### config.mk
export PLATFORM = sky130hd
export DESIGN_NAME = pdm_cic_decimator
export DESIGN_NICKNAME = d
export VERILOG_FILES = /design/src/rtl/pdm_cic_decimator.sv
export SDC_FILE = /design/constraint.sdc
export NUM_CORES = 1
export LEC_CHECK = 0
export ABC_AREA = 1
export BUFFER_PORTS_ARGS = -buffer_cell sky130_fd_sc_hd__buf_4
export CAP_MARGIN = 15
export CORE_MARGIN = 1
export CORE_UTILIZATION = 65
export DETAILED_ROUTE_END_ITERATION = 8
export GPL_ROUTABILITY_DRIVEN = 0
export HOLD_SLACK_MARGIN = 0.1
export PLACE_DENSITY = 0.82
export SKIP_LAST_GASP = 1
export SYNTH_ARGS = -nofsm -noshare
export SYNTH_HDL_FRONTEND = slang
export SYNTH_SLANG_ARGS = --single-unit
export TNS_END_PERCENT = 10
### constraint.sdc
create_clock -name clock -period 7.19 [get_ports clock]
set_input_delay 1.438 -clock clock [delete_from_list [all_inputs] [get_ports clock]]
set_output_delay 1.438 -clock clock [all_outputs]
set_load 0.03 [all_outputs]
### src/rtl/pdm_cic_decimator.sv
// pdm_cic_decimator
// Captures a MEMS microphone PDM bit stream, runs it through a CIC_ORDER-stage CIC
// decimator (R = 2**DEC_LOG2) and hands out signed OUT_WIDTH-bit PCM samples on a
// valid/ready interface. Samples that arrive while the previous one is still
// unconsumed are dropped and counted.
module pdm_cic_decimator #(
  parameter int CIC_ORDER = 4,
  parameter int DEC_LOG2  = 6,
  parameter int OUT_WIDTH = 8,
  parameter int ACC_WIDTH = 26
) (
  input  logic                        clock,
  input  logic                        reset,
  input  logic                        enable,
  input  logic                        pdm_clk,
  input  logic                        pdm,
  output logic signed [OUT_WIDTH-1:0] sample_data,
  output logic                        sample_valid,
  input  logic                        sample_ready,
  output logic                        overrun,
  output logic [15:0]                 overrun_count
);

  localparam int SHIFT = CIC_ORDER * DEC_LOG2 + 1 - OUT_WIDTH;
  localparam logic signed [ACC_WIDTH-1:0] SAT_MAX = ACC_WIDTH'((1 << (OUT_WIDTH - 1)) - 1);
  localparam logic signed [ACC_WIDTH-1:0] SAT_MIN = ~SAT_MAX;
  localparam logic signed [OUT_WIDTH-1:0] OUT_MAX = {1'b0, {(OUT_WIDTH - 1){1'b1}}};
  localparam logic signed [OUT_WIDTH-1:0] OUT_MIN = {1'b1, {(OUT_WIDTH - 1){1'b0}}};
  localparam logic [DEC_LOG2-1:0] DEC_LAST = {DEC_LOG2{1'b1}};

  // Both reset and a disabled block wipe the datapath; only reset clears overrun stats.
  logic clear;
  assign clear = !reset || !enable;

  logic pdm_clk_meta, pdm_clk_sync, pdm_clk_last;
  logic pdm_meta, pdm_sync;
  logic bit_stb, dec_stb;
  logic [DEC_LOG2-1:0] dec_count;
  logic signed [ACC_WIDTH-1:0] x_in;
  logic signed [ACC_WIDTH-1:0] integ [CIC_ORDER];
  logic signed [ACC_WIDTH-1:0] comb_in;
  logic                        comb_in_valid;
  logic signed [ACC_WIDTH-1:0] comb_delay [CIC_ORDER];
  logic signed [ACC_WIDTH-1:0] comb_stage [CIC_ORDER+1];
  logic signed [ACC_WIDTH-1:0] comb_out;
  logic                        comb_valid;
  logic signed [ACC_WIDTH-1:0] scaled;
  logic signed [OUT_WIDTH-1:0] sat_sample;

  assign bit_stb = pdm_clk_sync && !pdm_clk_last;
  assign dec_stb = bit_stb && (dec_count == DEC_LAST);
  assign x_in    = pdm_sync ? ACC_WIDTH'(1) : {ACC_WIDTH{1'b1}};

  // Two-flop synchronizers for the microphone clock and data, plus edge history.
  always_ff @(posedge clock) begin
    if (clear) begin
      pdm_clk_meta <= 1'b0;
      pdm_clk_sync <= 1'b0;
      pdm_clk_last <= 1'b0;
      pdm_meta     <= 1'b0;
      pdm_sync     <= 1'b0;
    end else begin
      pdm_clk_meta <= pdm_clk;
      pdm_clk_sync <= pdm_clk_meta;
      pdm_clk_last <= pdm_clk_sync;
      pdm_meta     <= pdm;
      pdm_sync     <= pdm_meta;
    end
  end

  // Integrator chain and decimation counter; integrators wrap modulo 2**ACC_WIDTH by design.
  always_ff @(posedge clock) begin
    if (clear) begin
      dec_count <= '0;
      for (int k = 0; k < CIC_ORDER; k++) integ[k] <= '0;
    end else if (bit_stb) begin
      dec_count <= dec_count + DEC_LOG2'(1);
      integ[0]  <= integ[0] + x_in;
      for (int k = 1; k < CIC_ORDER; k++) integ[k] <= integ[k] + integ[k-1];
    end
  end

  // Latch the last integrator (pre-update value) once per decimation period.
  always_ff @(posedge clock) begin
    if (clear) begin
      comb_in       <= '0;
      comb_in_valid <= 1'b0;
    end else begin
      comb_in_valid <= dec_stb;
      if (dec_stb) comb_in <= integ[CIC_ORDER-1];
    end
  end

  // Cascaded comb differences, each against its own one-sample delay.
  always_comb begin
    comb_stage[0] = comb_in;
    for (int k = 0; k < CIC_ORDER; k++) comb_stage[k+1] = comb_stage[k] - comb_delay[k];
  end

  // Register the comb result and advance the delays only on decimated samples.
  always_ff @(posedge clock) begin
    if (clear) begin
      comb_out   <= '0;
      comb_valid <= 1'b0;
      for (int k = 0; k < CIC_ORDER; k++) comb_delay[k] <= '0;
    end else begin
      comb_valid <= comb_in_valid;
      if (comb_in_valid) begin
        comb_out <= comb_stage[CIC_ORDER];
        for (int k = 0; k < CIC_ORDER; k++) comb_delay[k] <= comb_stage[k];
      end
    end
  end

  // Scale the full-gain comb output down to the PCM width and clamp it.
  always_comb begin
    scaled = comb_out >>> SHIFT;
    if (scaled > SAT_MAX)      sat_sample = OUT_MAX;
    else if (scaled < SAT_MIN) sat_sample = OUT_MIN;
    else                       sat_sample = scaled[OUT_WIDTH-1:0];
  end

  // Output register: load when free or being drained, otherwise hold the unconsumed sample.
  always_ff @(posedge clock) begin
    if (clear) begin
      sample_data  <= '0;
      sample_valid <= 1'b0;
    end else if (comb_valid) begin
      if (!sample_valid || sample_ready) begin
        sample_data  <= sat_sample;
        sample_valid <= 1'b1;
      end
    end else if (sample_valid && sample_ready) begin
      sample_valid <= 1'b0;
    end
  end

  // Sticky overrun flag and saturating drop counter survive a disable but not a reset.
  always_ff @(posedge clock) begin
    if (!reset) begin
      overrun       <= 1'b0;
      overrun_count <= '0;
    end else if (enable && comb_valid && sample_valid && !sample_ready) begin
      overrun <= 1'b1;
      if (overrun_count != 16'hFFFF) overrun_count <= overrun_count + 16'd1;
    end
  end

endmodule
==> metrics.cfg <==
[run_status]
status=completed

[layout]
post-route-util_pct=71.99
fillers=2264
syn_to_final_growth_pct=8.541
final_layout_size_suffix_gt1_share_pct=7.486
layout.nets=2686
diodes=0

[timing]
rsz0062_at_grt=false
skew_ps=27.68
report.final.slew_viol_count=0
min_period_ps=6665
slew_headroom_pct=30.37
worstMarginPinSlew_ps=1044
tns_ps=0
fmax_ghz=0.1500
setup_viol=0
hold_violations=0
hold_ws_ps=416.7
min_period_over_period_pct=92.70

[route]
dr.pass1.iters=8
ant_nets=0
wl_per_cell_um=14.12
via_per_inst=5.670
routed_wl_mm=40.79
drc=0
vias=16375
drtIter0Drc=1078

[flow_run]
drv_cap=0

[pwr]
ir_drop_v=0.0001986
p_total_mw=4.889
leakage_nw=9.793
p_per_area_nw_per_um2=227.9

[clock_network]
clkLatencyLatePin_ps=580
h-tree-depth=1
root_buffer=clkbuf_16
numCtsBuffers=31
cts_buffer_depth=3
cts_sinks=282
path_clk_slew_ps=60
cts_tree=yes

[critical_path]
crit_buf_inv=1
crit_slowest_cell=fa_1
cpMostUsedCell=ha_1
end_kind=flop
critPathLaunchType=flop
crit_family=compound AO/OA/AOI/OAI gates
path_max_fanout=5
critPathRequiredTime_ps=7650
slowest_delay_ps=450
cp.arrival_ps=7120
path_class=reg -> reg

[logic_synthesis]
synth_area_sq_um=19760
synth-seq-cells=282
synthTopCellsByCount=inv_1 (415), nand2_1 (350), a21oi_1 (326)
synth_cell_types=54
synth_edf_count=208
syn_area_per_cell_sq_um=8.119
synth_top_cell_area_share_pct=31.60
synth_most_common_cell=inv_1
synth_area_leaders=edfxtp_1 (32%), ha_1 (13%), a21oi_1 (8.3%)
ys.flop_type=edfxtp_1
yosysWarnings=0
seq_area_frac_synth_pct=39.10
synth_top_cell_by_area=edfxtp_1
syn_nets=2647
netlist_instances=2434
async_flop_share_pct=0

[floorplanning]
num_io_pins=32
coreArea_sq_um=29800
start_util_pct=66.33
fp.dieArea_sq_um=31100
die_w_um=176.4
die_h_um=176.4
rows=63

[global_route]
grt_usage_pct=26.36
grt_max_degree=80
grt_overflow=0
grt_pass1_vias=16012
grt_antenna_before_repair=0
grt_pass1_wl_mm=69.02

[placement]
portBuffers=31
place.detailed.hpwl_mm=29.81

[hold_path]
min_path_type=reg -> reg

-- layer usage --
metal  global-route usage [%]  up-vias  wire length, um
li1                         -     8359                -
met1                    29.36     7570            16860
met2                    51.43      352            21340
met3                    2.799       94             1359
met4                    9.016        0             1234
met5                        0        -                0
-- timing repair --
| action | 4_1_cts | 5_1_grt |
|---|---|---|
| hold buffers | 0 | 0 |
| gates resized for setup | 0 | 1 |
| setup endpoints to repair | 0 | 2 |
| buffers inserted | 0 | 1 |
| hold endpoints to repair | 0 | 0 |
-- layout by cell type (no fill, tap or decap), types with 31 or more instances in the layout --
cell,netlist,final
a21oi_1,326,326
buf_4,0,39
clkbuf_16,0,31
dfxtp_1,74,74
edfxtp_1,208,208
ha_1,200,200
inv_1,415,414
nand2_1,350,348
nand3_1,64,64
nor2_1,238,237
o21ai_0,168,168
xor2_1,49,49
-- flip-flops by register name, indices dropped and copies added (netlist names), 6 cells and up --
signal / count
comb_delay: 104
integ: 104
comb_in: 26
overrun_count: 16
comb_out: 9
sample_data: 8
dec_count: 6
-- worst paths after layout --
kind	from	slack [ps]	cells after the start	endpoint
max	comb_in[0]	520	30	comb_out[22]
max reg2reg	comb_in[0]	520	30	comb_out[22]
min	pdm_clk_meta	420	2	pdm_clk_sync
min reg2reg	pdm_clk_meta	420	2	pdm_clk_sync
-- per-stage QoR --
| stage | worst slack, ps | std cells | instance area [sq um] |
|---|---|---|---|
| final | 524.5 | 2888 | 21450 |
| after global routing | 43.21 | 2888 | 21450 |
| after CTS | 522.4 | 2887 | 21430 |
| after detailed placement | 568.9 | 2829 | 20440 |
| after global placement | 735.9 | 2829 | 20440 |
| after floorplan | 1155 | 2434 | 19760 |
-- cells by family after synthesis --
| logic type | Yosys count | synth area share, % |
|---|---|---|
| compound gates | 679 | 19.94 |
| xor+xnor | 74 | 3.280 |
| fa+ha+maj | 207 | 13.37 |
| buf+inv | 455 | 8.642 |
| flops | 282 | 39.10 |
| simple gates | 737 | 15.66 |
-- where the power goes --
part / switching [mW] / total [mW] / leakage (nW) / internal (mW)
logic: 0.967 / 1.51 / 6.38 / 0.538
clock network: 0.659 / 1.55 / 0.502 / 0.896
registers: 0.0303 / 1.83 / 2.91 / 1.80
total: 1.66 / 4.89 / 9.79 / 3.23
-- area by class of cell --
cell class | count | area, sq um | share of cell area, %
clock buffers | 46 | 893.4 | 4.165
flip-flops and latches | 282 | 7727 | 36.02
well taps | 390 | 488.0 | 2.275
multi-input cells | 1697 | 10360 | 48.29
repair buffers | 39 | 292.8 | 1.365
inverters | 422 | 1587 | 7.396
clock inverters | 12 | 103.9 | 0.4841
-- worst register-to-register path: cells and delay by family (launching register included) --
family	cells	cell delay (ps)
AOI/OAI and AO/OA	15	2780
and+or+nand+nor	6	1150
DFF	1	310
buffers and inverters	1	60
xor gates and xnor gates	3	510
adders and majority gates	5	1730
Power figures use the tool's default switching activity.
